### config.mk
export PLATFORM = sky130hd
export DESIGN_NAME = pmem_arbiter_flat
export DESIGN_NICKNAME = d
export VERILOG_FILES = /design/src/rtl/pmem_arbiter_if.sv /design/src/rtl/pmem_arbiter.sv /design/src/flat_wrapper.sv
export SDC_FILE = /design/constraint.sdc
export NUM_CORES = 1
export LEC_CHECK = 0
export ABC_AREA = 1
export ABC_CLOCK_PERIOD_IN_PS = 1400
export BUFFER_PORTS_ARGS = -buffer_cell sky130_fd_sc_hd__buf_4
export CAP_MARGIN = 20
export CELL_PAD_IN_SITES_DETAIL_PLACEMENT = 1
export CELL_PAD_IN_SITES_GLOBAL_PLACEMENT = 2
export CORE_AREA = 10 10 267 269
export CTS_BUF_LIST = sky130_fd_sc_hd__clkbuf_4 sky130_fd_sc_hd__clkbuf_8 sky130_fd_sc_hd__clkbuf_16
export CTS_CLUSTER_SIZE = 24
export DETAILED_ROUTE_END_ITERATION = 12
export DIE_AREA = 0 0 277 279
export MAX_ROUTING_LAYER = met4
export PLACE_DENSITY = 0.67
export SYNTH_ARGS = -nofsm -noshare
export SYNTH_HDL_FRONTEND = slang
export SYNTH_SLANG_ARGS = --single-unit
### constraint.sdc
create_clock -name clk -period 1.4 [get_ports clk]
set_clock_uncertainty 0.2 [all_clocks]
set_input_delay 0.28 -clock clk [delete_from_list [all_inputs] [get_ports clk]]
set_output_delay 0.28 -clock clk [all_outputs]
set_load 0.03 [all_outputs]
### src/rtl/pmem_arbiter_if.sv
// pmem_arbiter_if
//   Bundles the I-cache, D-cache and physical-memory sides of the pmem
//   arbiter into one interface.
//   slave  : arbiter view. Takes the cache requests and the memory response.
//            Drives the cache responses and the memory command.
//   master : environment view. Covers both caches and main memory.
//   Signals:
//     i_read, i_address, i_resp, i_rdata                  I-cache side
//     d_read, d_write, d_address, d_wdata, d_resp, d_rdata D-cache side
//     pmem_read, pmem_write, pmem_address, pmem_wdata,
//     pmem_resp, pmem_rdata                                memory side
interface pmem_arbiter_if #(
    parameter int ADDR_W = 16,
    parameter int LINE_W = 128
);
    logic              i_read;
    logic [ADDR_W-1:0] i_address;
    logic              i_resp;
    logic [LINE_W-1:0] i_rdata;

    logic              d_read;
    logic              d_write;
    logic [ADDR_W-1:0] d_address;
    logic [LINE_W-1:0] d_wdata;
    logic              d_resp;
    logic [LINE_W-1:0] d_rdata;

    logic              pmem_read;
    logic              pmem_write;
    logic [ADDR_W-1:0] pmem_address;
    logic [LINE_W-1:0] pmem_wdata;
    logic              pmem_resp;
    logic [LINE_W-1:0] pmem_rdata;

    modport slave (
        input  i_read, i_address,
        input  d_read, d_write, d_address, d_wdata,
        input  pmem_resp, pmem_rdata,
        output i_resp, i_rdata,
        output d_resp, d_rdata,
        output pmem_read, pmem_write, pmem_address, pmem_wdata
    );

    modport master (
        output i_read, i_address,
        output d_read, d_write, d_address, d_wdata,
        output pmem_resp, pmem_rdata,
        input  i_resp, i_rdata,
        input  d_resp, d_rdata,
        input  pmem_read, pmem_write, pmem_address, pmem_wdata
    );
endinterface

### src/rtl/pmem_arbiter.sv
// pmem_arbiter
//   Shares the single physical-memory port between the I-cache and the D-cache.
//   One cache-line transaction is granted at a time by a registered-grant FSM
//   (IDLE / SERVE_I / SERVE_D). The memory command is decoded from the state,
//   and the memory response strobe is routed back to the owning cache.
//   Every transaction returns to IDLE for at least one cycle, so each cache
//   sees its resp drop before the next grant.
//   Ports:
//     clk    system clock
//     reset  synchronous, active-high reset
//     bus    pmem_arbiter_if.slave (cache request/response and memory command)
//   Configuration:
//     PMEM_ARB_RR_EN  defined   : I and D requesting together -> round robin
//                     undefined : I and D requesting together -> D-cache wins
module pmem_arbiter #(
    parameter int ADDR_W = 16,
    parameter int LINE_W = 128
) (
    input  logic            clk,
    input  logic            reset,
    pmem_arbiter_if.slave   bus
);

    localparam logic [1:0] IDLE    = 2'd0;
    localparam logic [1:0] SERVE_I = 2'd1;
    localparam logic [1:0] SERVE_D = 2'd2;

    logic [1:0]        state;
    logic [1:0]        state_nxt;
    logic [1:0]        contended_pick;
    logic              i_req;
    logic              d_req;
    logic              serve_i;
    logic              serve_d;
    logic [ADDR_W-1:0] address_sel;
    logic [LINE_W-1:0] wdata_sel;

    assign i_req = bus.i_read;
    assign d_req = bus.d_read | bus.d_write;

`ifdef PMEM_ARB_RR_EN
    localparam logic GRANT_I = 1'b0;
    localparam logic GRANT_D = 1'b1;

    logic last_grant;

    // last_grant is updated only when a transaction completes. A reset during
    // SERVE therefore does not count as a grant.
    always_ff @(posedge clk) begin
        if (reset) begin
            last_grant <= GRANT_D;
        end else if (state == SERVE_I && bus.pmem_resp) begin
            last_grant <= GRANT_I;
        end else if (state == SERVE_D && bus.pmem_resp) begin
            last_grant <= GRANT_D;
        end
    end

    assign contended_pick = (last_grant == GRANT_D) ? SERVE_I : SERVE_D;
`else
    assign contended_pick = SERVE_D;
`endif

    always_ff @(posedge clk) begin
        if (reset) begin
            state <= IDLE;
        end else begin
            state <= state_nxt;
        end
    end

    // Requests are sampled only in IDLE. Once a side is granted, the FSM stays
    // until memory responds, because memory cannot abort a transaction.
    always_comb begin
        state_nxt = state;
        case (state)
            IDLE: begin
                if (i_req && d_req) begin
                    state_nxt = contended_pick;
                end else if (i_req) begin
                    state_nxt = SERVE_I;
                end else if (d_req) begin
                    state_nxt = SERVE_D;
                end
            end
            SERVE_I, SERVE_D: begin
                if (bus.pmem_resp) begin
                    state_nxt = IDLE;
                end
            end
            default: state_nxt = IDLE;
        endcase
    end

    assign serve_i = (state == SERVE_I);
    assign serve_d = (state == SERVE_D);

    assign address_sel = serve_i ? bus.i_address :
                         serve_d ? bus.d_address : '0;
    assign wdata_sel   = serve_d ? bus.d_wdata : '0;

    // When d_read and d_write are both high, the request is treated as a write.
    // This keeps pmem_read and pmem_write mutually exclusive.
    assign bus.pmem_read    = serve_i | (serve_d & ~bus.d_write);
    assign bus.pmem_write   = serve_d & bus.d_write;
    assign bus.pmem_address = address_sel;
    assign bus.pmem_wdata   = wdata_sel;

    // Only the strobes are steered. The read line is broadcast to both caches.
    assign bus.i_resp  = serve_i & bus.pmem_resp;
    assign bus.d_resp  = serve_d & bus.pmem_resp;
    assign bus.i_rdata = bus.pmem_rdata;
    assign bus.d_rdata = bus.pmem_rdata;

endmodule

### src/flat_wrapper.sv
// flat-port wrapper written by rule: the top's interface ports become plain ports
module pmem_arbiter_flat 
#(
    parameter int ADDR_W = 16,
    parameter int LINE_W = 128
)
  (clk, reset, bus_i_read, bus_i_address, bus_d_read, bus_d_write, bus_d_address, bus_d_wdata, bus_pmem_resp, bus_pmem_rdata, bus_i_resp, bus_i_rdata, bus_d_resp, bus_d_rdata, bus_pmem_read, bus_pmem_write, bus_pmem_address, bus_pmem_wdata);
  pmem_arbiter_if #(.ADDR_W(ADDR_W), .LINE_W(LINE_W)) bus_i ();
  input  logic clk;
  input  logic reset;
  input wire logic [$bits(bus_i.i_read)-1:0] bus_i_read;
  input wire logic [$bits(bus_i.i_address)-1:0] bus_i_address;
  input wire logic [$bits(bus_i.d_read)-1:0] bus_d_read;
  input wire logic [$bits(bus_i.d_write)-1:0] bus_d_write;
  input wire logic [$bits(bus_i.d_address)-1:0] bus_d_address;
  input wire logic [$bits(bus_i.d_wdata)-1:0] bus_d_wdata;
  input wire logic [$bits(bus_i.pmem_resp)-1:0] bus_pmem_resp;
  input wire logic [$bits(bus_i.pmem_rdata)-1:0] bus_pmem_rdata;
  output wire logic [$bits(bus_i.i_resp)-1:0] bus_i_resp;
  output wire logic [$bits(bus_i.i_rdata)-1:0] bus_i_rdata;
  output wire logic [$bits(bus_i.d_resp)-1:0] bus_d_resp;
  output wire logic [$bits(bus_i.d_rdata)-1:0] bus_d_rdata;
  output wire logic [$bits(bus_i.pmem_read)-1:0] bus_pmem_read;
  output wire logic [$bits(bus_i.pmem_write)-1:0] bus_pmem_write;
  output wire logic [$bits(bus_i.pmem_address)-1:0] bus_pmem_address;
  output wire logic [$bits(bus_i.pmem_wdata)-1:0] bus_pmem_wdata;
  assign bus_i.i_read = bus_i_read;
  assign bus_i.i_address = bus_i_address;
  assign bus_i.d_read = bus_d_read;
  assign bus_i.d_write = bus_d_write;
  assign bus_i.d_address = bus_d_address;
  assign bus_i.d_wdata = bus_d_wdata;
  assign bus_i.pmem_resp = bus_pmem_resp;
  assign bus_i.pmem_rdata = bus_pmem_rdata;
  assign bus_i_resp = bus_i.i_resp;
  assign bus_i_rdata = bus_i.i_rdata;
  assign bus_d_resp = bus_i.d_resp;
  assign bus_d_rdata = bus_i.d_rdata;
  assign bus_pmem_read = bus_i.pmem_read;
  assign bus_pmem_write = bus_i.pmem_write;
  assign bus_pmem_address = bus_i.pmem_address;
  assign bus_pmem_wdata = bus_i.pmem_wdata;
  pmem_arbiter #(.ADDR_W(ADDR_W), .LINE_W(LINE_W)) u_core (.clk(clk), .reset(reset), .bus(bus_i));
endmodule
==> reports/results.ini <==
[outcome]
status=complete, but fails checks
violations=negative setup slack

[synth]
synthMuxAreaShare_pct=0
ys_seq_area_share_pct=1.18
synth-seq-cells=2
synth.largest_area_cell=buf_4
synth_top_family_by_area=buffers and inverters
synth-compound-area-share_pct=0.441
yosys.area_share.simple_pct=21.5
synth.area.top_cells=buf_4 (60%), nand2_1 (19%), inv_1 (15%)
synthCells=609
synth_xor_area_share_pct=0
ys_types=13
synth_top_area_share_pct=60.0
syn-cell-area_um2=3400
avgSynthCellArea_um2=5.59
synthAdderAreaFrac_pct=1.10
syn_nets=906
yosysWarningCount=0

[drt]
routedWlPerCell_um=14.9
via_per_inst=2.38
drt-total-wl_um=23200
ant_nets=0
dr.first_iter.drc_count=54
route.detailed.drc=0
firstDrtPassIters=4
vias=3722

[timing]
rsz0062_at_grt=true
setup-violations-final=148
min_period_over_period_pct=143
tightest_slew_ns=0.203
hold_viol=0
period_needed_ns=2.00
fin_ws_ns=-0.599
holdWs_ns=0.0292
maxSlewViolCount=0
max_slew_margin_pct=86.4
tns_ns=-75.50
fmax_mhz=500

[setup_path]
crit_path_end_kind=output pin
worstPathArrival_ns=1.52
start_kind=flip-flop
crit_type=reg2out
required_ns=0.92
cp_max_fo=4

[clock_tree]
numCtsBuffers=3
clkSinkCount=2
ctsHtreeMaxLevel=1
cts_tree=built
ctsHoldBuffers=0
clock_path_buffers=2
clk_pin_slew_worst_paths_ns=0.03
clock-root-buffer=clkbuf_16
clock_latency_ns=0.22

[global_route]
gr-usage-met2_pct=9.59
grt_usage_pct=5.65
gr-usage-met3_pct=3.80
use_met1_pct=5.27
grt_pass1_vias=4436
antenna_found_initial=1
grt_pass1_wl_um=32000
grt-ovfl-total=0
grt_max_degree=18
grt.busiest_layer=met2

[die]
die_x_um=277
core.rowCount=94
io_pins=698
die_y_um=279
die_area_um2=77300
core_um2=65600
start_util_pct=5.18

[finish]
nets=997
utilization_pct=10.8
multi_input_area_um2=1630
drive_above_1_share_pct=92.4
largest_register_ffs=2
reg_top3=u_core.state x2
regArea_um2=45.0
antenna_cells=0
final_cells=1562
max_flop_register=u_core.state
syn_to_final_growth_pct=108
fillers=7863

[run]
cap_viol_max_count=0

[power]
power_frac_clock_pct=10.6
switchingPower_uw=1940
p_comb_share_pct=87.6
leakagePower_uw=0.00404
pwr-share-seq_pct=1.7
p_per_area_nw_per_um2=568
swShare_pct=48.5
max-vdd-ir-drop_mv=0.654
p_int_uw=2070

[placed_design]
portBuffers=313
dp_cells=1528
gp_congestion=0.841
hpwl_um=17100

[worst_hold_path]
hp-class=in2reg

## cell usage after synthesis (all sizes together)
cell type	count
ha	3
nand2	169
nand3	16
nor2	3
o21ai	1
inv	137
buf	275
a21oi	2
dfxtp	2
nand4	1
## final timing paths
| path | start | cells past startpoint | slack [ns] | end |
|---|---|---|---|---|
| setup / recovery | u_core.state[0] | 9 | -0.60 | bus_pmem_wdata[29] |
| hold / removal | reset | 2 | 0.03 | u_core.state[1] |
| setup reg to reg | u_core.state[1] | 7 | 0.01 | u_core.state[1] |
| hold reg to reg | u_core.state[1] | 2 | 0.32 | u_core.state[1] |
## cells in the final DEF (no fill, tap or decap), drive strengths merged
master and count:
nand4 1, dfxtp 2, inv 139, nand2 169, a21oi 2, bufbuf 2
nand3 16, ha 3, o21ai 1, buf 357, nor2 3, clkbuf 3
## cell type report
type,instances,area share [%]
sequential,2,0.638
timing repair buffer,359,51.9
multi-input combinational,195,23.1
tap,864,15.3
clock buffer,3,1.06
timing repair inverter,2,0.408
inverter,137,7.55
## metrics by stage
step	cell area, um^2	setup WS [ns]	total power, uW
2_1_floorplan	3490	-0.157	2690
3_3_place_gp	5070	-0.431	2450
3_5_place_dp	5070	-0.453	2470
4_1_cts	6930	-0.602	4030
5_1_grt	7060	-0.640	4240
6_report	7060	-0.599	4010
## power by group through the flow
stage	Combinational, uW	Clock (uW)	Sequential [uW]
after floorplan	2620	0	67.1
after global placement	2380	0	69.7
after detailed placement	2400	0	70.2
after CTS	3530	430	70.4
after global routing	3730	436	71.4
final	3510	426	69.8
## layer usage
metal / wire (um) / up-vias
met1: 7750 / 1605
met4: 440 / 0
li1: - / 1628
met2: 11400 / 445
met3: 3640 / 44
met5: 0 / -
## what timing repair did
action | 4_1_cts | 5_1_grt
setup buffers | 11 | 7
pin swaps | 72 | 11
endpoints found under the setup margin | 150 | 150
cloned | 16 | 0
resized for setup | 351 | 30
## worst max-delay path: stages (launching register included)
cell	delay, ns
dfxtp_2	0.32
inv_2	0.05
ha_4	0.17
buf_12	0.14
buf_16	0.14
buf_12	0.13
buf_8	0.12
nand2_4	0.05
inv_2	0.03
buf_6	0.13
## cell families (layout without fill, tap and decap cells)
group / Yosys count / in the layout
buf+inv: 412 / 501
flops: 2 / 2
fa+ha+maj: 3 / 3
simple gates: 189 / 189
compound gates: 3 / 3
No activity file was read; power rests on OpenSTA's default activity.
